===== src/rtl/pc_bpu.sv =====
// Fetch-stage PC generator with a direct-mapped BTB and 2-bit direction counters.
// Optional statistics counters are built when BPU_STATS_EN is defined.
module pc_bpu #(
  parameter int unsigned              DATA_WIDTH  = 32,
  parameter int unsigned              BTB_ENTRIES = 16,
  parameter logic [DATA_WIDTH-1:0]    RESET_PC    = '0
) (
  input  logic                  clk,
  input  logic                  rst,
  input  logic                  en_f,
  input  logic                  ex_valid,
  input  logic [DATA_WIDTH-1:0] ex_pc,
  input  logic                  ex_taken,
  input  logic [DATA_WIDTH-1:0] ex_target,
  input  logic                  ex_pred_taken,
  input  logic [DATA_WIDTH-1:0] ex_pred_target,
  output logic [DATA_WIDTH-1:0] PC,
  output logic [DATA_WIDTH-1:0] inc_PC,
  output logic                  predict_taken,
  output logic [DATA_WIDTH-1:0] branch_target,
  output logic                  flush,
  output logic [31:0]           stat_branches,
  output logic [31:0]           stat_mispredicts
);

  localparam int unsigned IDX_W = $clog2(BTB_ENTRIES);
  localparam int unsigned TAG_W = DATA_WIDTH - IDX_W - 2;

  logic                  valid_q  [BTB_ENTRIES];
  logic [TAG_W-1:0]      tag_q    [BTB_ENTRIES];
  logic [DATA_WIDTH-1:0] target_q [BTB_ENTRIES];
  logic [1:0]            ctr_q    [BTB_ENTRIES];

  logic [IDX_W-1:0]      f_idx;
  logic [TAG_W-1:0]      f_tag;
  logic                  f_hit;
  logic [IDX_W-1:0]      ex_idx;
  logic [TAG_W-1:0]      ex_tag;
  logic                  ex_hit;
  logic [1:0]            ctr_nxt;
  logic                  mispredict;
  logic [DATA_WIDTH-1:0] redirect_pc;

  // Fetch-side lookup
  assign f_idx         = PC[IDX_W+1:2];
  assign f_tag         = PC[DATA_WIDTH-1:IDX_W+2];
  assign f_hit         = valid_q[f_idx] && (tag_q[f_idx] == f_tag);
  assign inc_PC        = PC + DATA_WIDTH'(4);
  assign predict_taken = f_hit && ctr_q[f_idx][1];
  assign branch_target = f_hit ? target_q[f_idx] : inc_PC;

  // Resolution side
  assign ex_idx      = ex_pc[IDX_W+1:2];
  assign ex_tag      = ex_pc[DATA_WIDTH-1:IDX_W+2];
  assign ex_hit      = valid_q[ex_idx] && (tag_q[ex_idx] == ex_tag);
  assign mispredict  = ex_valid && ((ex_taken != ex_pred_taken) ||
                                    (ex_taken && (ex_target != ex_pred_target)));
  assign flush       = mispredict && !rst;
  assign redirect_pc = ex_taken ? ex_target : ex_pc + DATA_WIDTH'(4);

  always_comb begin
    ctr_nxt = ctr_q[ex_idx];
    if (ex_taken) begin
      if (ctr_q[ex_idx] != 2'b11) ctr_nxt = ctr_q[ex_idx] + 2'b01;
    end else begin
      if (ctr_q[ex_idx] != 2'b00) ctr_nxt = ctr_q[ex_idx] - 2'b01;
    end
  end

  always_ff @(posedge clk) begin
    if (rst) begin
      PC <= RESET_PC;
    end else if (mispredict) begin
      PC <= redirect_pc;
    end else if (en_f) begin
      PC <= predict_taken ? branch_target : inc_PC;
    end
  end

  // BTB training; contents are wiped on reset
  always_ff @(posedge clk) begin
    if (rst) begin
      for (int i = 0; i < int'(BTB_ENTRIES); i++) begin
        valid_q[i]  <= 1'b0;
        tag_q[i]    <= '0;
        target_q[i] <= '0;
        ctr_q[i]    <= 2'b01;
      end
    end else if (ex_valid) begin
      if (ex_hit) begin
        ctr_q[ex_idx] <= ctr_nxt;
        if (ex_taken) target_q[ex_idx] <= ex_target;
      end else if (ex_taken) begin
        valid_q[ex_idx]  <= 1'b1;
        tag_q[ex_idx]    <= ex_tag;
        target_q[ex_idx] <= ex_target;
        ctr_q[ex_idx]    <= 2'b10;
      end
    end
  end

`ifdef BPU_STATS_EN
  logic [31:0] br_q;
  logic [31:0] mp_q;

  always_ff @(posedge clk) begin
    if (rst) begin
      br_q <= '0;
      mp_q <= '0;
    end else begin
      if (ex_valid)   br_q <= br_q + 32'd1;
      if (mispredict) mp_q <= mp_q + 32'd1;
    end
  end

  assign stat_branches    = br_q;
  assign stat_mispredicts = mp_q;
`else
  assign stat_branches    = 32'd0;
  assign stat_mispredicts = 32'd0;
`endif

endmodule


===== config.mk =====
export PLATFORM = sky130hd
export DESIGN_NAME = pc_bpu
export DESIGN_NICKNAME = d
export VERILOG_FILES = /design/src/rtl/pc_bpu.sv
export SDC_FILE = /design/constraint.sdc
export NUM_CORES = 2
export LEC_CHECK = 0
export ABC_AREA = 1
export BUFFER_PORTS_ARGS = -buffer_cell sky130_fd_sc_hd__buf_4
export CELL_PAD_IN_SITES_DETAIL_PLACEMENT = 1
export CELL_PAD_IN_SITES_GLOBAL_PLACEMENT = 1
export CORE_ASPECT_RATIO = 2
export CORE_MARGIN = 2
export CORE_UTILIZATION = 50
export DETAILED_ROUTE_END_ITERATION = 6
export PLACE_DENSITY = 0.87
export SYNTH_ARGS = -nofsm -noshare
export SYNTH_HDL_FRONTEND = slang
export SYNTH_SLANG_ARGS = --single-unit

===== constraint.sdc =====
create_clock -name clk -period 5.4 [get_ports clk]
set_clock_uncertainty 0.2 [all_clocks]
set_input_delay 0.54 -clock clk [delete_from_list [all_inputs] [get_ports clk]]
set_output_delay 0.54 -clock clk [all_outputs]
set_load 0.02 [all_outputs]

==> run metrics <==
number of global-route vias before repair=between 50000 and 60000; WHS Path Cells=2; syn avg cell area=8.50 sq um; via density per instance=6.55; Max VDD drop=0.000317 V; maximum clock frequency=approximately 190 MHz; PD cells=about 330 nW/um^2; Seq/Total Area, Yosys=between 50% and 60%; Flop pwr share=47.2%; worst-margin pin slew=1150 ps; CP max stage delay=~370 ps; DIE WIDTH=between 200 and 250 um; Initial Util=~50%; Hold Buf Count CTS=0; FF-to-FF path depth=21; global-route wire length before repair=between 300 and 400 mm; insertion delay to the later sink of the worst-skew pair=roughly 740 ps; Sw Pwr=between 0.006 and 0.007 W; PortBufs=between 150 and 200; post-synth top area cell=edfxtp_1; Syn Inst Count=around 6300; Die Ht=467 um; io pins=around 260; post-synth cell types=48; list of most frequent post-synthesis cells=nor2_1, edfxtp_1, nand2_1, o21ai_0, nand3_1; count leader, synth=nor2_1; EDFF count, synth=960; Rows=170; Crit Reg-Reg Endpoint=PC[7]$_SDFFE_PP0N_; core outline area=107000 sq um; dpl hpwl=approximately 150 mm; count of pins over their slew limit=0; cell repeated most along the worst path=nand2_1; number of synthesis warnings=0; drt wl/cell=30.2 um; combinational power share=17.7%; Crit Path Category=flip-flop to primary output; clock root cell=clkbuf_16; CP cell instances=buf_12, inv_8, buf_12, buf_4, or2_2, nand2_1, nand3_1, nand3_1, nand3_1, nand2_1, nor2_1, nand2_1, nor2_1, nand2_1, nor2_4, buf_4, nand2_1, nand2_1, inv_1, buf_4; Data arrival, critical path=approximately 4600 ps; flop and latch count out of synthesis=roughly 1000; Reg2Reg Setup Slack=roughly 750 ps; Hold Vio Cnt, Final=0; H-tree Lvls=3; Rel. slew slack=a little under a quarter; CP endpoint kind=primary output; ys flop type=edfxtp_1; initial antenna violation count=13; GP Congestion=about 1.0; via count=around 51000; drt initial violations=7358; critical path startpoint category=flip-flop; DIE AREA=110000 sq um; total grt overflow=0; Clock Sinks=a little over 1000; Yosys top cell area share=between 50 and 60%; CP max FO=78; setup_tns=0 ps; post-synthesis async set-or-reset flop share=0%; Final Util=approximately 56%; share of cells above drive strength 1=between 10% and 20%; Power Total=about 0.020 W; Fin Hold WS=about 62 ps; Synth-to-Final Area Change=11.1%; Leak=about 24 nW; total CTS buffers=92; DR DRC count=0; hold_sp=rst; Slowest cell on crit path=dfxtp_4; ranking of synthesized cells by area=edfxtp_1, nor2_1, nand2_1; Finish-stage setup viols=0; deepest clock path buffer count=3; hold path endpoint=PC[9]$_SDFFE_PP0N_; largest net degree at the start of global routing=around 220; total track usage=between 40% and 50%; Req. time, crit path=4660 ps; final worst path period share=between 90% and 100%; status=completed; Clk pwr share=about a third; synthesized cell area=about 54000 sq um; number of max-cap violations=0; antenna-violating nets left=0; routed wire length=about 230 mm; minimum clock period=roughly 5300 ps; RSZ-0062 raised after global routing=false; CTS tree=done; hold crit path type=input pin to flip-flop; Internal=0.0136 W; fin nets=6426; Clock Pin Slew Worst Setup and Hold Paths=roughly 70 ps; Sw Share=30.8%; DR pass1 iterations=6
## final cells by class
cell class | instances | area, sq um
Fill cell | 12500 | 47200
Sequential cell | 1012 | 29900
Tap cell | 1376 | 1720
Clock buffer | 117 | 2450
Multi-Input combinational cell | 4365 | 19900
Inverter | 462 | 1750
Clock inverter | 49 | 564
Antenna cell | 2 | 5.00
Timing Repair Buffer | 386 | 3330
## metal layers
| metal | share of wire [%] | vias to the layer above | global-route usage, % |
|---|---|---|---|
| met5 | 0.052 | - | 0 |
| met2 | 45 | 3920 | 65.9 |
| met3 | 13 | 985 | 10.8 |
| met1 | 34 | 25000 | 50.8 |
| li1 | - | 21000 | - |
| met4 | 7.5 | 18 | 28.7 |
## power groups by stage
stage / logic (W) / clock network (W) / registers, W
floorplan: 0.00192 / 0 / 0.00930
global placement: 0.00316 / 0 / 0.00936
detailed placement: 0.00329 / 0 / 0.00940
CTS: 0.00333 / 0.00684 / 0.00924
global route: 0.00363 / 0.00709 / 0.00927
finish: 0.00347 / 0.00687 / 0.00925
## kinds of logic (layout without fill, tap and decap cells)
logic type / count (synthesis) / count (layout) / synth area share, %
AND/OR/NAND/NOR: 3135 / 3136 / 23.8
AO/OA/AOI/OAI: 1091 / 1091 / 11.3
flip-flops: 1012 / 1012 / 55.7
buffers and inverters: 1002 / 1014 / 7.94
XOR/XNOR: 69 / 69 / 1.13
adder cells (fa/ha/maj): 5 / 5 / 0.117
other: 1 / 66 / 0.00699
## critical path: cells and delay by family (launching register included)
family / cells / cell delay [ps]
buffers and inverters: 7 / 1500
AND/OR/NAND/NOR: 13 / 1820
flip-flops: 1 / 370
## placed cells by master, fill, tap and decap left out, types with 10 or more instances in the layout
cell type | Yosys | final
nor2_1 | 1581 | 1578
edfxtp_1 | 960 | 960
nand2_1 | 925 | 887
o21ai_0 | 643 | 642
nand3_1 | 446 | 444
inv_1 | 401 | 398
buf_4 | 91 | 351
a21oi_1 | 198 | 198
o221ai_1 | 96 | 96
clkbuf_16 | 0 | 92
or2_2 | 73 | 73
conb_1 | 1 | 64
o211ai_1 | 61 | 61
clkinv_1 | 50 | 60
xor2_1 | 59 | 59
dfxtp_1 | 52 | 48
nand2_2 | 10 | 48
nand4_1 | 41 | 41
o21ai_1 | 38 | 39
o22ai_1 | 38 | 38
buf_12 | 0 | 32
nor3_1 | 27 | 27
clkbuf_1 | 311 | 20
clkinv_2 | 0 | 16
inv_2 | 11 | 10
xnor2_1 | 10 | 10
## timing repair
action,4_1_cts,5_1_grt
endpoints found under the setup margin,11,21
pin swaps,1,0
buffers inserted,2,3
cloned,1,0
resized for setup,0,5
## how the worst max path moves through the flow
stage / endpoint / slack [ps] / cells past startpoint
5_1_grt: branch_target[30] / 20 / 12
2_1_floorplan: tag_q[0][0]$_SDFFCE_PN0P_ / 1640 / 17
6_report: branch_target[2] / 80 / 20
3_3_place_gp: tag_q[2][19]$_SDFFCE_PN0P_ / 570 / 16
4_1_cts: branch_target[30] / 100 / 12
3_5_place_dp: tag_q[2][3]$_SDFFCE_PN0P_ / 340 / 16
## sequential cells by signal (all words and copies together) (netlist names), named ones only
name and cells:
PC 32, valid_q 16, tag_q 416, target_q 512, ctr_q 32
## per-stage QoR
| step | instance area [sq um] | std cells | setup slack [ps] |
|---|---|---|---|
| 4_1_cts | 59500 | 7764 | 105 |
| 5_1_grt | 59600 | 7767 | 16.2 |
| 3_5_place_dp | 56500 | 7595 | 343 |
| 6_report | 59600 | 7769 | 80.9 |
| 3_3_place_gp | 56500 | 7595 | 568 |
| 2_1_floorplan | 53900 | 6378 | 1640 |
(Power assumes the default switching activity.)
